## src/rtl/mem_arbiter_if.sv

```systemverilog
// Bus bundle between the fetch port, the data port, the unified memory and the arbiter.
// The arbiter takes the slave view; the core and memory side takes the master view.
interface mem_arbiter_if;
    // Fetch port
    logic        if_req;
    logic [31:0] if_addr;
    logic        if_gnt;
    logic        if_rvalid;
    logic [31:0] if_rdata;
    // Data port
    logic        dm_req;
    logic        dm_we;
    logic [31:0] dm_addr;
    logic [31:0] dm_wdata;
    logic [2:0]  dm_ctr;
    logic        dm_gnt;
    logic        dm_rvalid;
    logic [31:0] dm_rdata;
    // Unified memory
    logic        mem_en;
    logic        mem_we;
    logic [31:0] mem_addr;
    logic [31:0] mem_wdata;
    logic [2:0]  mem_ctr;
    logic [31:0] mem_rdata;
    logic        mem_ready;
    // Pipeline status
    logic        stall;
    logic        bus_err;

    modport slave (
        input  if_req, if_addr,
        output if_gnt, if_rvalid, if_rdata,
        input  dm_req, dm_we, dm_addr, dm_wdata, dm_ctr,
        output dm_gnt, dm_rvalid, dm_rdata,
        output mem_en, mem_we, mem_addr, mem_wdata, mem_ctr,
        input  mem_rdata, mem_ready,
        output stall, bus_err
    );

    modport master (
        output if_req, if_addr,
        input  if_gnt, if_rvalid, if_rdata,
        output dm_req, dm_we, dm_addr, dm_wdata, dm_ctr,
        input  dm_gnt, dm_rvalid, dm_rdata,
        input  mem_en, mem_we, mem_addr, mem_wdata, mem_ctr,
        output mem_rdata, mem_ready,
        input  stall, bus_err
    );
endinterface

```

## src/rtl/mem_arbiter.sv

```systemverilog
// Two-port (fetch/data) arbiter in front of a single-outstanding unified memory.
// Data wins by default; after FAIR_MAX back-to-back data grants with a fetch waiting,
// the fetch is served. A memory access that sees no mem_ready for TIMEOUT cycles is
// aborted and reported through bus_err together with the owner's rvalid.
module mem_arbiter #(
    parameter int unsigned TIMEOUT  = 15,
    parameter int unsigned FAIR_MAX = 2
) (
    input  logic          i_clock,
    input  logic          i_reset,
    mem_arbiter_if.slave  bus
);

    typedef enum logic [1:0] {StIdle, StBusyIf, StBusyDm, StResp} state_e;

    localparam logic [7:0] TimeoutLast = 8'(TIMEOUT - 1);
    localparam logic [7:0] FairMax     = 8'(FAIR_MAX);

    state_e      r_state, w_state_d;
    logic [7:0]  r_fair_cnt, w_fair_cnt_d;
    logic [7:0]  r_wait_cnt, w_wait_cnt_d;
    logic        r_owner_dm;
    logic        r_err;
    logic        r_cmd_we;
    logic [31:0] r_cmd_addr;
    logic [31:0] r_cmd_wdata;
    logic [2:0]  r_cmd_ctr;
    logic [31:0] r_if_rdata;
    logic [31:0] r_dm_rdata;

    logic        w_grant_if;
    logic        w_grant_dm;
    logic        w_grant;
    logic        w_resp_load;
    logic        w_resp_err;
    logic        w_busy;
    logic        w_sel_we;
    logic [31:0] w_sel_addr;
    logic [31:0] w_sel_wdata;
    logic [2:0]  w_sel_ctr;
    logic [31:0] w_resp_data;

    assign w_grant = w_grant_if | w_grant_dm;
    assign w_busy  = (r_state == StBusyIf) || (r_state == StBusyDm);

    // Arbitration, fairness counter, wait counter and next state.
    always_comb begin
        w_state_d    = r_state;
        w_fair_cnt_d = r_fair_cnt;
        w_wait_cnt_d = r_wait_cnt;
        w_grant_if   = 1'b0;
        w_grant_dm   = 1'b0;
        w_resp_load  = 1'b0;
        w_resp_err   = 1'b0;
        case (r_state)
            StIdle: begin
                w_wait_cnt_d = 8'd0;
                // Requests seen while reset is high are never granted.
                if (!i_reset) begin
                    if (bus.if_req && (!bus.dm_req || (r_fair_cnt == FairMax))) begin
                        w_grant_if   = 1'b1;
                        w_state_d    = StBusyIf;
                        w_fair_cnt_d = 8'd0;
                    end else if (bus.dm_req) begin
                        w_grant_dm = 1'b1;
                        w_state_d  = StBusyDm;
                        if (!bus.if_req) begin
                            w_fair_cnt_d = 8'd0;
                        end else if (r_fair_cnt != FairMax) begin
                            w_fair_cnt_d = r_fair_cnt + 8'd1;
                        end
                    end
                end
            end
            StBusyIf, StBusyDm: begin
                w_wait_cnt_d = r_wait_cnt + 8'd1;
                if (bus.mem_ready) begin
                    w_state_d   = StResp;
                    w_resp_load = 1'b1;
                end else if (r_wait_cnt == TimeoutLast) begin
                    w_state_d   = StResp;
                    w_resp_load = 1'b1;
                    w_resp_err  = 1'b1;
                end
            end
            StResp: begin
                w_wait_cnt_d = 8'd0;
                w_state_d    = StIdle;
            end
            default: begin
                w_state_d = StIdle;
            end
        endcase
    end

    // Command selected by the winning port; fetches are always word reads.
    always_comb begin
        w_sel_we    = 1'b0;
        w_sel_addr  = bus.if_addr;
        w_sel_wdata = 32'd0;
        w_sel_ctr   = 3'b000;
        if (w_grant_dm) begin
            w_sel_we    = bus.dm_we;
            w_sel_addr  = bus.dm_addr;
            w_sel_wdata = bus.dm_wdata;
            w_sel_ctr   = bus.dm_ctr;
        end
    end

    // Aborted accesses return zero data.
    assign w_resp_data = w_resp_err ? 32'd0 : bus.mem_rdata;

    // State, counters, latched command and per-port read data.
    always_ff @(posedge i_clock) begin
        if (i_reset) begin
            r_state     <= StIdle;
            r_fair_cnt  <= 8'd0;
            r_wait_cnt  <= 8'd0;
            r_owner_dm  <= 1'b0;
            r_err       <= 1'b0;
            r_cmd_we    <= 1'b0;
            r_cmd_addr  <= 32'd0;
            r_cmd_wdata <= 32'd0;
            r_cmd_ctr   <= 3'b000;
            r_if_rdata  <= 32'd0;
            r_dm_rdata  <= 32'd0;
        end else begin
            r_state    <= w_state_d;
            r_fair_cnt <= w_fair_cnt_d;
            r_wait_cnt <= w_wait_cnt_d;
            if (w_grant) begin
                r_owner_dm  <= w_grant_dm;
                r_err       <= 1'b0;
                r_cmd_we    <= w_sel_we;
                r_cmd_addr  <= w_sel_addr;
                r_cmd_wdata <= w_sel_wdata;
                r_cmd_ctr   <= w_sel_ctr;
            end
            if (w_resp_load) begin
                r_err <= w_resp_err;
                if (r_owner_dm) begin
                    r_dm_rdata <= r_cmd_we ? 32'd0 : w_resp_data;
                end else begin
                    r_if_rdata <= w_resp_data;
                end
            end
        end
    end

    // Port outputs: the command is driven straight through on the mem_en cycle, then
    // from the latched copy so it stays stable until completion.
    always_comb begin
        bus.if_gnt    = w_grant_if;
        bus.dm_gnt    = w_grant_dm;
        bus.mem_en    = w_grant;
        bus.mem_we    = w_grant ? w_sel_we    : r_cmd_we;
        bus.mem_addr  = w_grant ? w_sel_addr  : r_cmd_addr;
        bus.mem_wdata = w_grant ? w_sel_wdata : r_cmd_wdata;
        bus.mem_ctr   = w_grant ? w_sel_ctr   : r_cmd_ctr;
        bus.if_rvalid = !i_reset && (r_state == StResp) && !r_owner_dm;
        bus.dm_rvalid = !i_reset && (r_state == StResp) && r_owner_dm;
        bus.bus_err   = !i_reset && (r_state == StResp) && r_err;
        bus.if_rdata  = r_if_rdata;
        bus.dm_rdata  = r_dm_rdata;
        bus.stall     = !i_reset && ((bus.if_req && !w_grant_if) ||
                                     (bus.dm_req && !w_grant_dm) || w_busy);
    end

endmodule
```

## src/flat_wrapper.sv

```systemverilog
// flat-port wrapper written by rule: the top's interface ports become plain ports
module mem_arbiter_flat 
#(
    parameter int unsigned TIMEOUT  = 15,
    parameter int unsigned FAIR_MAX = 2
)
  (i_clock, i_reset, bus_if_req, bus_if_addr, bus_if_gnt, bus_if_rvalid, bus_if_rdata, bus_dm_req, bus_dm_we, bus_dm_addr, bus_dm_wdata, bus_dm_ctr, bus_dm_gnt, bus_dm_rvalid, bus_dm_rdata, bus_mem_en, bus_mem_we, bus_mem_addr, bus_mem_wdata, bus_mem_ctr, bus_mem_rdata, bus_mem_ready, bus_stall, bus_bus_err);
  mem_arbiter_if bus_i ();
  input  logic i_clock;
  input  logic i_reset;
  input wire logic [$bits(bus_i.if_req)-1:0] bus_if_req;
  input wire logic [$bits(bus_i.if_addr)-1:0] bus_if_addr;
  output wire logic [$bits(bus_i.if_gnt)-1:0] bus_if_gnt;
  output wire logic [$bits(bus_i.if_rvalid)-1:0] bus_if_rvalid;
  output wire logic [$bits(bus_i.if_rdata)-1:0] bus_if_rdata;
  input wire logic [$bits(bus_i.dm_req)-1:0] bus_dm_req;
  input wire logic [$bits(bus_i.dm_we)-1:0] bus_dm_we;
  input wire logic [$bits(bus_i.dm_addr)-1:0] bus_dm_addr;
  input wire logic [$bits(bus_i.dm_wdata)-1:0] bus_dm_wdata;
  input wire logic [$bits(bus_i.dm_ctr)-1:0] bus_dm_ctr;
  output wire logic [$bits(bus_i.dm_gnt)-1:0] bus_dm_gnt;
  output wire logic [$bits(bus_i.dm_rvalid)-1:0] bus_dm_rvalid;
  output wire logic [$bits(bus_i.dm_rdata)-1:0] bus_dm_rdata;
  output wire logic [$bits(bus_i.mem_en)-1:0] bus_mem_en;
  output wire logic [$bits(bus_i.mem_we)-1:0] bus_mem_we;
  output wire logic [$bits(bus_i.mem_addr)-1:0] bus_mem_addr;
  output wire logic [$bits(bus_i.mem_wdata)-1:0] bus_mem_wdata;
  output wire logic [$bits(bus_i.mem_ctr)-1:0] bus_mem_ctr;
  input wire logic [$bits(bus_i.mem_rdata)-1:0] bus_mem_rdata;
  input wire logic [$bits(bus_i.mem_ready)-1:0] bus_mem_ready;
  output wire logic [$bits(bus_i.stall)-1:0] bus_stall;
  output wire logic [$bits(bus_i.bus_err)-1:0] bus_bus_err;
  assign bus_i.if_req = bus_if_req;
  assign bus_i.if_addr = bus_if_addr;
  assign bus_if_gnt = bus_i.if_gnt;
  assign bus_if_rvalid = bus_i.if_rvalid;
  assign bus_if_rdata = bus_i.if_rdata;
  assign bus_i.dm_req = bus_dm_req;
  assign bus_i.dm_we = bus_dm_we;
  assign bus_i.dm_addr = bus_dm_addr;
  assign bus_i.dm_wdata = bus_dm_wdata;
  assign bus_i.dm_ctr = bus_dm_ctr;
  assign bus_dm_gnt = bus_i.dm_gnt;
  assign bus_dm_rvalid = bus_i.dm_rvalid;
  assign bus_dm_rdata = bus_i.dm_rdata;
  assign bus_mem_en = bus_i.mem_en;
  assign bus_mem_we = bus_i.mem_we;
  assign bus_mem_addr = bus_i.mem_addr;
  assign bus_mem_wdata = bus_i.mem_wdata;
  assign bus_mem_ctr = bus_i.mem_ctr;
  assign bus_i.mem_rdata = bus_mem_rdata;
  assign bus_i.mem_ready = bus_mem_ready;
  assign bus_stall = bus_i.stall;
  assign bus_bus_err = bus_i.bus_err;
  mem_arbiter #(.TIMEOUT(TIMEOUT), .FAIR_MAX(FAIR_MAX)) u_core (.i_clock(i_clock), .i_reset(i_reset), .bus(bus_i));
endmodule
```

## config.mk

```make
export PLATFORM = sky130hd
export DESIGN_NAME = mem_arbiter_flat
export DESIGN_NICKNAME = d
export VERILOG_FILES = /design/src/rtl/mem_arbiter_if.sv /design/src/rtl/mem_arbiter.sv /design/src/flat_wrapper.sv
export SDC_FILE = /design/constraint.sdc
export NUM_CORES = 1
export LEC_CHECK = 0
export ABC_AREA = 1
export CAP_MARGIN = 15
export CORE_UTILIZATION = 45
export DETAILED_ROUTE_END_ITERATION = 8
export GPL_ROUTABILITY_DRIVEN = 0
export PLACE_DENSITY = 0.85
export SLEW_MARGIN = 20
export SYNTH_ARGS = -nofsm -noshare
export SYNTH_HDL_FRONTEND = slang
export SYNTH_SLANG_ARGS = --single-unit
```

## constraint.sdc

```tcl
create_clock -name i_clock -period 3.35 [get_ports i_clock]
set_clock_uncertainty 0.15 [all_clocks]
set_input_delay 1.005 -clock i_clock [delete_from_list [all_inputs] [get_ports i_clock]]
set_output_delay 1.005 -clock i_clock [all_outputs]
set_load 0.05 [all_outputs]
```

Word-level counts from Yosys, hierarchy flattened --
Cells that the tools add are included.
Cells by class: bitwise logic cells 2, reduce and logical (&&, ||, !) cells 26, equality and inequality tests 9, multiplexer cells 34, add/sub/neg operators 2
Operator list (count):
- 2-to-1 mux 32 bit | 6
- 2-to-1 mux 8 bit | 4
- adder 8 x 1 -> 8 bit (second input constant) | 2
- 2-to-1 mux 1 bit | 16
- case mux 8 bit (2 select lines) | 1
- == test 8 x 2 -> 1 bit (second input constant) | 1
- == test 8 x 4 -> 1 bit (second input constant) | 1
- logical AND 1 bit | 8
- 2-to-1 mux 2 bit | 4
- != test 8 x 2 -> 1 bit (second input constant) | 1
- 2-to-1 mux 3 bit | 2
- != test 3 x 2 -> 1 bit (second input constant) | 2
- case mux 2 bit (3 select lines) | 1
- AND reduction 2 bit | 3
- zero test 1 bit | 5
- == test 2 bit (second input constant) | 2
- logical OR 1 bit | 4
- nonzero test 2 bit | 2
- OR reduction 2 bit | 2
- != test 3 x 1 -> 1 bit (second input constant) | 1
- AND reduction 3 bit | 1
- == test 2 x 1 -> 1 bit (second input constant) | 1
- zero test 2 bit | 1
- NOT 1 bit | 1
- bitwise OR 1 bit | 1
Storage, ports and cells: logic and storage cells 84, output and inout port bits 139, input bits 137, register bits after elaboration 152

Longest topological paths before layout --
word-level depth 11, depth in mapped cells 13, gate-level depth less buffers 12

Worst setup path after synthesis --
OpenSTA, ideal clock, no wires.
kind input-to-output, start point input port bus_if_req, end point output port bus_stall, cell stages on the path 6, setup slack -0.184 ns, arrival 2.379 ns, path through clkbuf_2 nand2_4 nand2_4 buf_6 nand2_1 a21oi_1
Between the ends: longest elaborated chain between the ends 9, elaborated cells on any way between the ends 14, those cells by class mux: 6; reduce/logical: 8
RTL lines:
- start, declared | RTL line flat_wrapper.sv:11 | input wire logic [$bits(bus_i.if_req)-1:0] bus_if_req;
- logical AND 1 bit | RTL line mem_arbiter.sv:60 | if (bus.if_req && (!bus.dm_req || (r_fair_cnt == FairMax))) begin
- 2-to-1 mux 1 bit | RTL line mem_arbiter.sv:60
- 2-to-1 mux 1 bit | RTL line mem_arbiter.sv:59 | if (!i_reset) begin
- 2-to-1 mux 1 bit | RTL line mem_arbiter.sv:55 | case (r_state)
- zero test 1 bit (on tied branches) | RTL line mem_arbiter.sv:165, mem_arbiter.sv:166
- logical AND 1 bit (on tied branches) | RTL line mem_arbiter.sv:165, mem_arbiter.sv:166
- logical OR 1 bit * | RTL line mem_arbiter.sv:165 | bus.stall = !i_reset && ((bus.if_req && !w_grant_if) ||
- logical OR 1 bit * | RTL line mem_arbiter.sv:166 | (bus.dm_req && !w_grant_dm) || w_busy);
- logical AND 1 bit * | RTL line mem_arbiter.sv:165
- end, declared | RTL line flat_wrapper.sv:31 | output wire logic [$bits(bus_i.stall)-1:0] bus_stall;
Mark *: on every way between the ends. The rest lies on a longest branch, timed or not.

Worst setup path in the final report --
start point input port i_reset, end point output port bus_mem_addr[26]
Between the ends: longest elaborated chain between the ends 4, elaborated cells on any way between the ends 7, those cells by class mux: 6; bitwise: 1
RTL lines:
- start, declared | RTL line flat_wrapper.sv:10 | input logic i_reset;
- 2-to-1 mux 1 bit | RTL line mem_arbiter.sv:59
- 2-to-1 mux 1 bit | RTL line mem_arbiter.sv:55
- 2-to-1 mux 32 bit or bitwise OR 1 bit (tied branches) | RTL line mem_arbiter.sv:102, mem_arbiter.sv:43
- 2-to-1 mux 32 bit * | RTL line mem_arbiter.sv:157 | bus.mem_addr = w_grant ? w_sel_addr : r_cmd_addr;
- end, declared | RTL line flat_wrapper.sv:26 | output wire logic [$bits(bus_i.mem_addr)-1:0] bus_mem_addr;
Marked as above.

==> flow_summary.toml <==
[die]
num_rows = 46
start_util = 0.466
core-area_sq_um = 16100
die_area_sq_um = 17200
chipHeight_um = 131
ios = 276
die_x_um = 131

[worst_setup_path]
reg2reg_depth = 12
cp-start-kind = "input pin"
reg2reg_slack_ns = 0.90
worst-setup-path-type = "input pin to primary output"
arrival_ns = 2.47
startpoint = "i_reset"
required_ns = 2.19
r2r_end = "u_core.bus.dm_rdata[5]"
crit_slowest_cell = "nor2_4"
path_max_fanout = 8
r2r-start = "u_core.r_state[0]"
cp_slowest_stage_delay_ns = 0.26
critPathCaptureType = "primary output"
cp_common_cell = "nor2_4"
worstPathCellList = "buf_8, nor2_4, inv_4, nor2_4, buf_12, buf_4, nor2_1, clkinv_1, nand2_1, inv_1, buf_6"

[placement]
io_buffers = 275
post-place-cells = 1583
dpl_cell_area_sq_um = 11100
post-dp-hpwl_um = 16400

[timing]
hold_viol = 0
final.setup.worst_slack_ns = -0.270
period_minus_slack_ns = 3.62
worstMarginPinSlew_ns = 1.10
setup_viol_count_final = 69
timing.fmax_mhz = 276
rsz0062_at_grt = "true"
slew_viol_final = 0
finalCritPeriodShare = 1.08
finalSetupTns_ns = -8.05
slew_headroom = 0.268

[synth]
ys_ff_latch = 152
synth_ff_type = "dfxtp_1"
async_flop_share = 0
synth.area.mux_share = 0
synth_edf_count = 0
syn_inst = 1084
synth_warnings = 0
synth_compound_area_frac = 0.111
synth_area_per_cell_sq_um = 6.91
syn_area_sq_um = 7490
synth_top_family_by_area = "simple AND/OR/NAND/NOR gates"
synthesis.nets = 1228
yosysUniqueCellTypes = 34
synth-simple-area-share = 0.305
seq_area_frac_synth = 0.406
yosys.area_share.xor_xnor = 0.00234
synthAdderAreaFrac = 0.0117

[global_routing]
grt_max_degree = 95
overflow = 0
antenna_found_initial = 0
grt_pass1_wl_um = 40500
grt_pass1_vias = 8109
track_usage = 0.309

[worst_hold_path]
min_from = "u_core.bus.if_rdata[18]"
min_path_cells = 2
holdPathEnd = "u_core.bus.if_rdata[18]"
hp-class = "register to register"

[clocking]
clk_latency_ns = 0.43
cts_max_level = 4
clockRootBuffer = "clkbuf_16"
cts_buffers = 17
ctsHoldBuffers = 0
clk_pin_slew_ns = 0.07
clock-sinks = 152
cts_tree = "done"
ctsLongestPathBuffers = 2

[job]
maxCapViolations = 0

[layout]
fin_cells = 1663
antenna_cells = 0
syn2layout_area_growth_pct = 73.8
drive_above_1_share = 0.287
finalNetCount = 1578
stdcell_area_sq_um = 13000

[run_status]
status = "finished, violations left"
violations = "setup timing"

[route]
drc = 0
vias = 8907
viasPerCell = 5.36
highest_layer = "met4"
drtPass1Iterations = 6
routed_wl_um = 31000
antenna_left = 0
dr_wl_met3_um = 2540
drt_iter0_drc = 652
drt-met1-wl_um = 10900
met2_length_um = 15500
wl_per_cell_um = 18.7

[power]
p_leak_nw = 5.63
powerDensity_nw_per_um2 = 763
peakVddDrop_uv = 796
finalPower_mw = 9.94
[flip-flops by register name, summed over array words and instances (netlist names)]
name	cells
u_core.bus.dm_rdata	32
u_core.r_owner_dm	1
u_core.r_cmd_ctr	3
u_core.r_cmd_addr	32
u_core.r_err	1
u_core.r_state	2
u_core.r_fair_cnt	8
u_core.bus.if_rdata	32
u_core.r_wait_cnt	8
u_core.r_cmd_wdata	32
u_core.r_cmd_we	1
[timing repair]
| item | in CTS | in global routing |
|---|---|---|
| pin swaps | 7 | 20 |
| setup buffers | 13 | 26 |
| resized for setup | 103 | 104 |
| gates cloned | 8 | 4 |
| endpoints found under the setup margin | 72 | 70 |
[through the flow]
stage,worst slack (ns),utilization,hold slack [ns]
detailed placement,-0.536,0.694,0.301
floorplan,0.0129,-,0.280
finish,-0.270,0.811,0.309
global route,-0.289,0.811,0.327
CTS,-0.0797,0.773,0.311
global placement,-0.442,0.694,0.296
[power breakdown]
part           internal [mW]  total (mW)  leakage, nW  switching (mW)
Combinational           2.29        5.79         4.11            3.50
Sequential              2.08        2.21         1.24           0.139
Clock                   1.08        1.93        0.281           0.849
Total                   5.45        9.94         5.63            4.49
[placed cells by master, fill, tap and decap left out, types with 4 or more instances in the layout]
master           netlist  final
clkbuf_16              0     21
inv_2                 41     63
buf_16                 0      4
clkinvlp_4             0      4
nand4_1               33     33
a21oi_1               45     44
nor3_1                 4      4
ha_1                   7      5
clkinv_1              25     25
buf_12                 0     49
nor2_4                 2      4
clkinv_4               0      4
dfxtp_2                0      4
inv_1                166    142
nand2_2                1     31
nand3_1              104     75
buf_6                  6     31
nor2_2                 2      5
o22ai_4               10     33
clkdlybuf4s50_1        0    197
nor2_1               152    147
nand2_1              228    197
buf_8                  0     17
buf_4                 11     91
nand3_2                1     28
dfxtp_1              152    148
[worst max-delay path by stage]
stage | end | cells past startpoint
after global placement | bus_mem_addr[3] | 9
after CTS | bus_mem_wdata[10] | 10
after global routing | bus_mem_addr[26] | 11
after floorplan | bus_mem_addr[22] | 8
after detailed placement | bus_mem_wdata[10] | 8
final | bus_mem_addr[26] | 11
[worst max-delay path, delay by kind of cell]
kind | cells | cell delay, ns
AND/OR/NAND/NOR | 4 | 0.56
buffers and inverters | 7 | 0.88
[synth_stat cells (all sizes together) (4+ instances only)]
library cell / count / share of area
nand2: 231 / 0.12
inv: 207 / 0.10
nor2: 156 / 0.081
dfxtp: 152 / 0.41
nand3: 105 / 0.071
a21oi: 45 / 0.030
buf: 37 / 0.033
o22ai: 36 / 0.070
nand4: 33 / 0.028
clkbuf: 29 / 0.015
clkinv: 25 / 0.013
ha: 7 / 0.012
nor3: 4 / 0.0027
o21ai: 4 / 0.0032
o21bai: 4 / 0.0045
[cell type report]
| type | count | area (sq um) |
|---|---|---|
| Clock buffer | 19 | 453 |
| Timing Repair Buffer | 396 | 4520 |
| Clock inverter | 13 | 136 |
| Tap cell | 216 | 270 |
| Inverter | 232 | 877 |
| Sequential cell | 152 | 3050 |
| Multi-Input combinational cell | 635 | 3710 |
| Fill cell | 914 | 3040 |
[routing by layer]
layer  GRT usage  vias to the layer above
met3      0.0704                      166
li1            -                     4017
met1       0.334                     4144
met5           0                        -
met2       0.554                      580
met4       0.180                        0
[logic make-up after synthesis]
kind of cell / count (synthesis)
AOI/OAI and AO/OA: 91
xor gates and xnor gates: 2
adders and majority gates: 7
buffers and inverters: 298
DFF: 152
and+or+nand+nor: 534
Power figures use the tool's default switching activity.
